### src/rtl/btn_debounce_pkg.sv
// -----------------------------------------------------------------------------
// btn_debounce_pkg
// Shared constants and helpers for the front-panel button debouncer.
//   DEF_N_CH          default channel count
//   DEF_STABLE_CNT    default number of consecutive disagreeing samples to flip
//   DEF_REPEAT_DELAY  default hold samples before the first auto-repeat pulse
//   DEF_REPEAT_PERIOD default samples between subsequent auto-repeat pulses
//   cnt_w(max)        width of a counter that must hold values 0..max
// -----------------------------------------------------------------------------
package btn_debounce_pkg;

    localparam int unsigned DEF_N_CH          = 6;
    localparam int unsigned DEF_STABLE_CNT    = 4;
    localparam int unsigned DEF_REPEAT_DELAY  = 100;
    localparam int unsigned DEF_REPEAT_PERIOD = 20;

    // Never returns 0 so a degenerate parameter still yields a legal vector.
    function automatic int unsigned cnt_w(input int unsigned max);
        if (max < 32'd1) begin
            return 32'd1;
        end
        return unsigned'($clog2(max + 32'd1));
    endfunction

endpackage : btn_debounce_pkg

### src/rtl/btn_debounce_ch.sv
// -----------------------------------------------------------------------------
// btn_debounce_ch
// One debounce channel: two-flop synchroniser, stability counter, debounced
// level, registered press/release pulses and (optionally) hold-to-repeat.
// Optional feature macro: BTN_DEBOUNCE_REPEAT_EN (auto-repeat hold counter).
//
// Ports
//   clk_i        system clock, rising edge
//   rst_ni       asynchronous active-low reset
//   sample_en_i  one-cycle sampling strobe
//   btn_i        raw asynchronous input (inverted by IN_INV before sync)
//   level_o      debounced level, 1 = pressed
//   rise_o       one-cycle pulse coinciding with level_o going 0->1
//   fall_o       one-cycle pulse coinciding with level_o going 1->0
//   rep_o        one-cycle auto-repeat pulse (0 when repeat is compiled out)
// -----------------------------------------------------------------------------
module btn_debounce_ch
    import btn_debounce_pkg::*;
#(
    parameter int unsigned STABLE_CNT    = DEF_STABLE_CNT,
    parameter logic        IN_INV        = 1'b0,
    parameter int unsigned REPEAT_DELAY  = DEF_REPEAT_DELAY,
    parameter int unsigned REPEAT_PERIOD = DEF_REPEAT_PERIOD
) (
    input  logic clk_i,
    input  logic rst_ni,
    input  logic sample_en_i,
    input  logic btn_i,
    output logic level_o,
    output logic rise_o,
    output logic fall_o,
    output logic rep_o
);

    localparam int unsigned CW = cnt_w(STABLE_CNT);
    localparam logic [CW-1:0] CNT_LAST = CW'(STABLE_CNT - 32'd1);
    localparam logic [CW-1:0] CNT_ONE  = CW'(32'd1);

    logic          s0_q, s1_q;
    logic [CW-1:0] cnt_q, cnt_d;
    logic          level_q, level_d;
    logic          rise_q, rise_d;
    logic          fall_q, fall_d;
    logic          flip;

    // Level flips on the STABLE_CNT-th consecutive disagreeing sample; any
    // agreeing sample in between restarts the count.
    always_comb begin
        cnt_d   = cnt_q;
        level_d = level_q;
        rise_d  = 1'b0;
        fall_d  = 1'b0;
        flip    = 1'b0;
        if (sample_en_i) begin
            if (s1_q != level_q) begin
                if (cnt_q == CNT_LAST) begin
                    flip    = 1'b1;
                    level_d = ~level_q;
                    cnt_d   = '0;
                    rise_d  = ~level_q;
                    fall_d  = level_q;
                end else begin
                    cnt_d = cnt_q + CNT_ONE;
                end
            end else begin
                cnt_d = '0;
            end
        end
    end

    always_ff @(posedge clk_i or negedge rst_ni) begin
        if (!rst_ni) begin
            s0_q    <= 1'b0;
            s1_q    <= 1'b0;
            cnt_q   <= '0;
            level_q <= 1'b0;
            rise_q  <= 1'b0;
            fall_q  <= 1'b0;
        end else begin
            s0_q    <= btn_i ^ IN_INV;
            s1_q    <= s0_q;
            cnt_q   <= cnt_d;
            level_q <= level_d;
            rise_q  <= rise_d;
            fall_q  <= fall_d;
        end
    end

    assign level_o = level_q;
    assign rise_o  = rise_q;
    assign fall_o  = fall_q;

`ifdef BTN_DEBOUNCE_REPEAT_EN
    localparam int unsigned HW = cnt_w(REPEAT_DELAY);
    localparam logic [HW-1:0] HOLD_LAST = HW'(REPEAT_DELAY - 32'd1);
    localparam logic [HW-1:0] HOLD_ONE  = HW'(32'd1);
    // The count that would equal REPEAT_DELAY is never stored: the pulse fires
    // on the sample that would reach it and the counter loads the reload value
    // directly. A period not shorter than the delay reloads to 0.
    localparam logic [HW-1:0] HOLD_RELOAD =
        (REPEAT_PERIOD >= REPEAT_DELAY) ? '0 : HW'(REPEAT_DELAY - REPEAT_PERIOD);

    logic [HW-1:0] hold_q, hold_d;
    logic          rep_q, rep_d;

    // Released level or a falling sample clears the hold count, so no repeat
    // can coincide with a fall (and none with a rise, since level was 0).
    always_comb begin
        hold_d = hold_q;
        rep_d  = 1'b0;
        if (!level_q) begin
            hold_d = '0;
        end else if (sample_en_i) begin
            if (flip) begin
                hold_d = '0;
            end else if (hold_q == HOLD_LAST) begin
                rep_d  = 1'b1;
                hold_d = HOLD_RELOAD;
            end else begin
                hold_d = hold_q + HOLD_ONE;
            end
        end
    end

    always_ff @(posedge clk_i or negedge rst_ni) begin
        if (!rst_ni) begin
            hold_q <= '0;
            rep_q  <= 1'b0;
        end else begin
            hold_q <= hold_d;
            rep_q  <= rep_d;
        end
    end

    assign rep_o = rep_q;
`else
    assign rep_o = 1'b0;
`endif

endmodule : btn_debounce_ch

### src/rtl/btn_debounce_pro.sv
// -----------------------------------------------------------------------------
// btn_debounce_pro
// Multi-channel debouncer for front-panel buttons and switches, sampled on a
// one-cycle sample_en strobe. Each channel is an independent btn_debounce_ch.
// Optional feature macro: BTN_DEBOUNCE_REPEAT_EN (hold-to-repeat on btn_rep).
//
// Ports
//   clk        system clock, rising edge
//   rst_n      asynchronous active-low reset
//   sample_en  one-cycle sampling strobe
//   btn_in     raw asynchronous inputs, N_CH bits (IN_INV bit set = active-low)
//   btn_level  debounced levels, 1 = pressed
//   btn_rise   one-cycle pulse per channel on a 0->1 level change
//   btn_fall   one-cycle pulse per channel on a 1->0 level change
//   btn_rep    one-cycle auto-repeat pulses (constant 0 without the macro)
// -----------------------------------------------------------------------------
module btn_debounce_pro
    import btn_debounce_pkg::*;
#(
    parameter int unsigned     N_CH          = DEF_N_CH,
    parameter int unsigned     STABLE_CNT    = DEF_STABLE_CNT,
    parameter logic [N_CH-1:0] IN_INV        = '0,
    parameter int unsigned     REPEAT_DELAY  = DEF_REPEAT_DELAY,
    parameter int unsigned     REPEAT_PERIOD = DEF_REPEAT_PERIOD
) (
    input  logic            clk,
    input  logic            rst_n,
    input  logic            sample_en,
    input  logic [N_CH-1:0] btn_in,
    output logic [N_CH-1:0] btn_level,
    output logic [N_CH-1:0] btn_rise,
    output logic [N_CH-1:0] btn_fall,
    output logic [N_CH-1:0] btn_rep
);

    for (genvar i = 0; i < N_CH; i++) begin : g_ch
        btn_debounce_ch #(
            .STABLE_CNT    (STABLE_CNT),
            .IN_INV        (IN_INV[i]),
            .REPEAT_DELAY  (REPEAT_DELAY),
            .REPEAT_PERIOD (REPEAT_PERIOD)
        ) u_ch (
            .clk_i       (clk),
            .rst_ni      (rst_n),
            .sample_en_i (sample_en),
            .btn_i       (btn_in[i]),
            .level_o     (btn_level[i]),
            .rise_o      (btn_rise[i]),
            .fall_o      (btn_fall[i]),
            .rep_o       (btn_rep[i])
        );
    end

endmodule : btn_debounce_pro

### config.mk
export PLATFORM = sky130hd
export DESIGN_NAME = btn_debounce_pro
export DESIGN_NICKNAME = d
export VERILOG_FILES = /design/src/rtl/btn_debounce_pkg.sv /design/src/rtl/btn_debounce_ch.sv /design/src/rtl/btn_debounce_pro.sv
export SDC_FILE = /design/constraint.sdc
export NUM_CORES = 1
export LEC_CHECK = 0
export BUFFER_PORTS_ARGS = -buffer_cell sky130_fd_sc_hd__buf_2
export CAP_MARGIN = 20
export CORE_MARGIN = 1.5
export CORE_UTILIZATION = 35
export DETAILED_ROUTE_END_ITERATION = 10
export GPL_ROUTABILITY_DRIVEN = 1
export HOLD_SLACK_MARGIN = 0.06
export PLACE_DENSITY_LB_ADDON = 0.08
export SLEW_MARGIN = 20
export SYNTH_ARGS = -nofsm -noshare
export SYNTH_HDL_FRONTEND = slang
export SYNTH_SLANG_ARGS = --single-unit
### constraint.sdc
create_clock -name clk -period 2.4 [get_ports clk]
set_input_delay 0.12 -clock clk [delete_from_list [all_inputs] [get_ports clk]]
set_output_delay 0.12 -clock clk [all_outputs]
set_load 0.03 [all_outputs]
==> metrics.csv <==
stage,metric,value,unit
status,outcome,finished clean,
logic_synthesis,"area leader, netlist",dfrtp_1,
route,first-pass detailed-route iteration total,4,
pwr,post-layout total power,2.425,mW
cts,Max H-tree Level,2,
logic_synthesis,Seq cells post-synth,48,
route,via count,1187,
grt,grt ovf,0,
cts,Root Driver,clkbuf_8,
logic_synthesis,share of the synthesized area in the top cell type,57.11,%
route,Iter 0 DRT Violations,67,
logic_synthesis,"count leader, synth",dfrtp_1,
critical_path,Crit Path Max Fanout,3,
grt,largest net degree at the start of global routing,37,
logic_synthesis,Post-synth top cells,"dfrtp_1 (48), buf_4 (26), nand2b_1 (18), inv_1 (12), nor3b_1 (12)",
flow_run,max_cap viols,0,
finish,n_diodes,0,
logic_synthesis,Syn Area/Cell,12.16,sq um
route,DR WL/cell,11.28,um
cts,Bufs on Longest Clock Path,2,
finish,ratio of cells with drive above 1 in the final layout,20.31,%
route,final WL,3013,um
route,via/cell ratio,4.446,
route,metal2 WL,1334,um
logic_synthesis,cells after synthesis,173,
worst_hold_path,worst min path class,in2async,
sta,fmax,808.9,MHz
floorplan,Initial Utilization,35.95,%
finish,Final nets,206,
route,met3 wire length,136,um
grt,gr usage total,10.50,%
critical_path,Crit path required time,2.58,ns
floorplan,Core Region,5851,sq um
placed_design,DP Worst Slack,1.113,ns
critical_path,reg2reg path depth,3,
sta,count of final setup violators,0,
cts,post-CTS setup buffer count,0,
floorplan,row count,28,
critical_path,CP Data Arrival Time,1.42,ns
critical_path,crit start category,register,
grt,first-pass GRT wire length,5126,um
route,antenna-violating nets left,0,
logic_synthesis,Post-Syn Area,2103,sq um
critical_path,CP Capture Type,register,
sta,RSZ-0062 raised after global routing,false,
grt,initial antenna violation count,0,
cts,Num CTS Buffers,5,
grt,vias in the first global route,1151,
pwr,Peak VDD IR,377.5,uV
floorplan,Die Wd,80.52,um
logic_synthesis,prevailing post-synth register cell,dfrtp_1,
cts,TritonCTS clock tree,built,
logic_synthesis,"EDFF count, synth",0,
cts,clock latency on the worst-skew pair,0.29,ns
floorplan,Top-Level Pins,33,
sta,setup tns final,0,ns
cts,clk slew on worst S/H paths,0.09,ns
sta,Slew HR,60.71,%
sta,Final Hold Vio Count,0,
route,DRC violations left,0,
sta,clk_skew,0.005700,ns
finish,number of fill cells,559,
route,Top Metal Used,met4,
logic_synthesis,YS warnings,0,
sta,Final Cycle Share,51.51,%
logic_synthesis,Cell variety after synth,16,
placed_design,hpwl dp,1950,um
placed_design,RePlAce Congestion,0.6332,
cts,Clock Sinks,48,
logic_synthesis,Synth area leaders,"dfrtp_1 (57%), buf_4 (9.3%), nand2b_1 (5.4%)",
sta,Tightest Pin Transition,0.5893,ns
pwr,PwrDens,1056,nW/um^2
critical_path,CP Class,reg2reg,
sta,Worst Slack Setup Final,1.164,ns
critical_path,worst reg-to-reg setup slack,1.16,ns
pwr,Leak,1.066,nW
logic_synthesis,ys async rst share,100.0,%
floorplan,Die Y,80.52,um
finish,area grow syn2layout,9.161,%
placed_design,number of port buffers,26,
route,Metal-1 WL,1503,um
floorplan,die area,6483,sq um
sta,post-route minimum period,1.236,ns
logic_synthesis,register area share after synthesis,57.11,%
sta,final-report max-slew violation count,0,
==> repair_timing <==
action                                 CTS  global route
resized for setup                        0             0
hold buffers                             7             0
endpoints found under the hold margin   21             0
==> placed cells by master (no fill, tap or decap) <==
cell type / synthesis / routed
o22ai_1: 7 / 7
clkbuf_8: 0 / 6
buf_2: 0 / 26
nor3b_1: 12 / 12
clkbuf_1: 0 / 2
o31ai_1: 6 / 6
o32ai_1: 5 / 5
xnor2_1: 6 / 6
mux2_2: 6 / 6
nand3b_1: 6 / 6
nand2_1: 6 / 6
dlygate4sd3_1: 0 / 7
dfrtp_1: 48 / 48
buf_4: 26 / 1
ha_1: 6 / 6
nand2b_1: 18 / 18
conb_1: 1 / 6
inv_1: 12 / 12
nor2b_1: 6 / 6
==> flip-flops by register name, summed over array words and instances (netlist names) <==
name               cells
g_ch.u_ch.fall_o       6
g_ch.u_ch.rise_o       6
g_ch.u_ch.cnt_q       18
g_ch.u_ch.s1_q         6
g_ch.u_ch.level_o      6
g_ch.u_ch.s0_q         6
==> critical path, cell delays in order, from the launching register on <==
cell      delay (ns)
dfrtp_1         0.41
ha_1            0.23
nand3b_1        0.15
mux2_2          0.35
==> kinds of logic after synthesis <==
kind of cell,synth area share [%]
flip-flops,57.11
AND/OR/NAND/NOR,14.63
buffers and inverters,12.49
AO/OA/AOI/OAI,6.305
adder cells (fa/ha/maj),3.569
XOR/XNOR,2.498
multiplexers,3.212
other,0.1783
==> final timing paths <==
path,start,endpoint
worst max-delay path,g_ch[2].u_ch.cnt_q[0],g_ch[2].u_ch.level_o
worst max register to register,g_ch[2].u_ch.cnt_q[0],g_ch[2].u_ch.level_o
min in group clk,g_ch[5].u_ch.s0_q,g_ch[5].u_ch.s1_q
worst min-delay path,rst_n,g_ch[1].u_ch.fall_o
worst min register to register,g_ch[5].u_ch.s0_q,g_ch[5].u_ch.s1_q
max in group asynchronous,rst_n,g_ch[2].u_ch.s0_q
==> final cells by class <==
| cell class | count | area, sq um | area share [%] |
|---|---|---|---|
| sequential | 48 | 1201 | 52.32 |
| multi-input combinational | 90 | 658.1 | 28.66 |
| timing repair buffer | 34 | 207.7 | 9.046 |
| tap | 75 | 93.84 | 4.087 |
| clock buffer | 8 | 90.09 | 3.924 |
| inverter | 12 | 45.04 | 1.962 |
==> stage by stage <==
stage | hold slack [ns] | util (%) | cells | area (sq um)
detailed placement | 0.05147 | 36.51 | 252 | 2136
floorplan | -0.1756 | - | 178 | 2122
finish | 0.2616 | 39.24 | 267 | 2296
global placement | 0.04642 | 36.51 | 252 | 2136
CTS | 0.2729 | 39.24 | 267 | 2296
global route | 0.2978 | 39.24 | 267 | 2296
==> metal layers <==
layer / vias to the layer above / track usage [%]
li1: 579 / -
met1: 580 / 13.35
met2: 24 / 16.30
met3: 4 / 3.636
met4: 0 / 4.138
met5: - / 0
==> report_power, final <==
part | total, mW | switching [mW] | internal (mW)
logic | 0.732 | 0.393 | 0.339
registers | 1.21 | 0.185 | 1.03
clock network | 0.484 | 0.248 | 0.235
total | 2.43 | 0.826 | 1.60
Note: power is estimated with default switching activity, not from simulation.
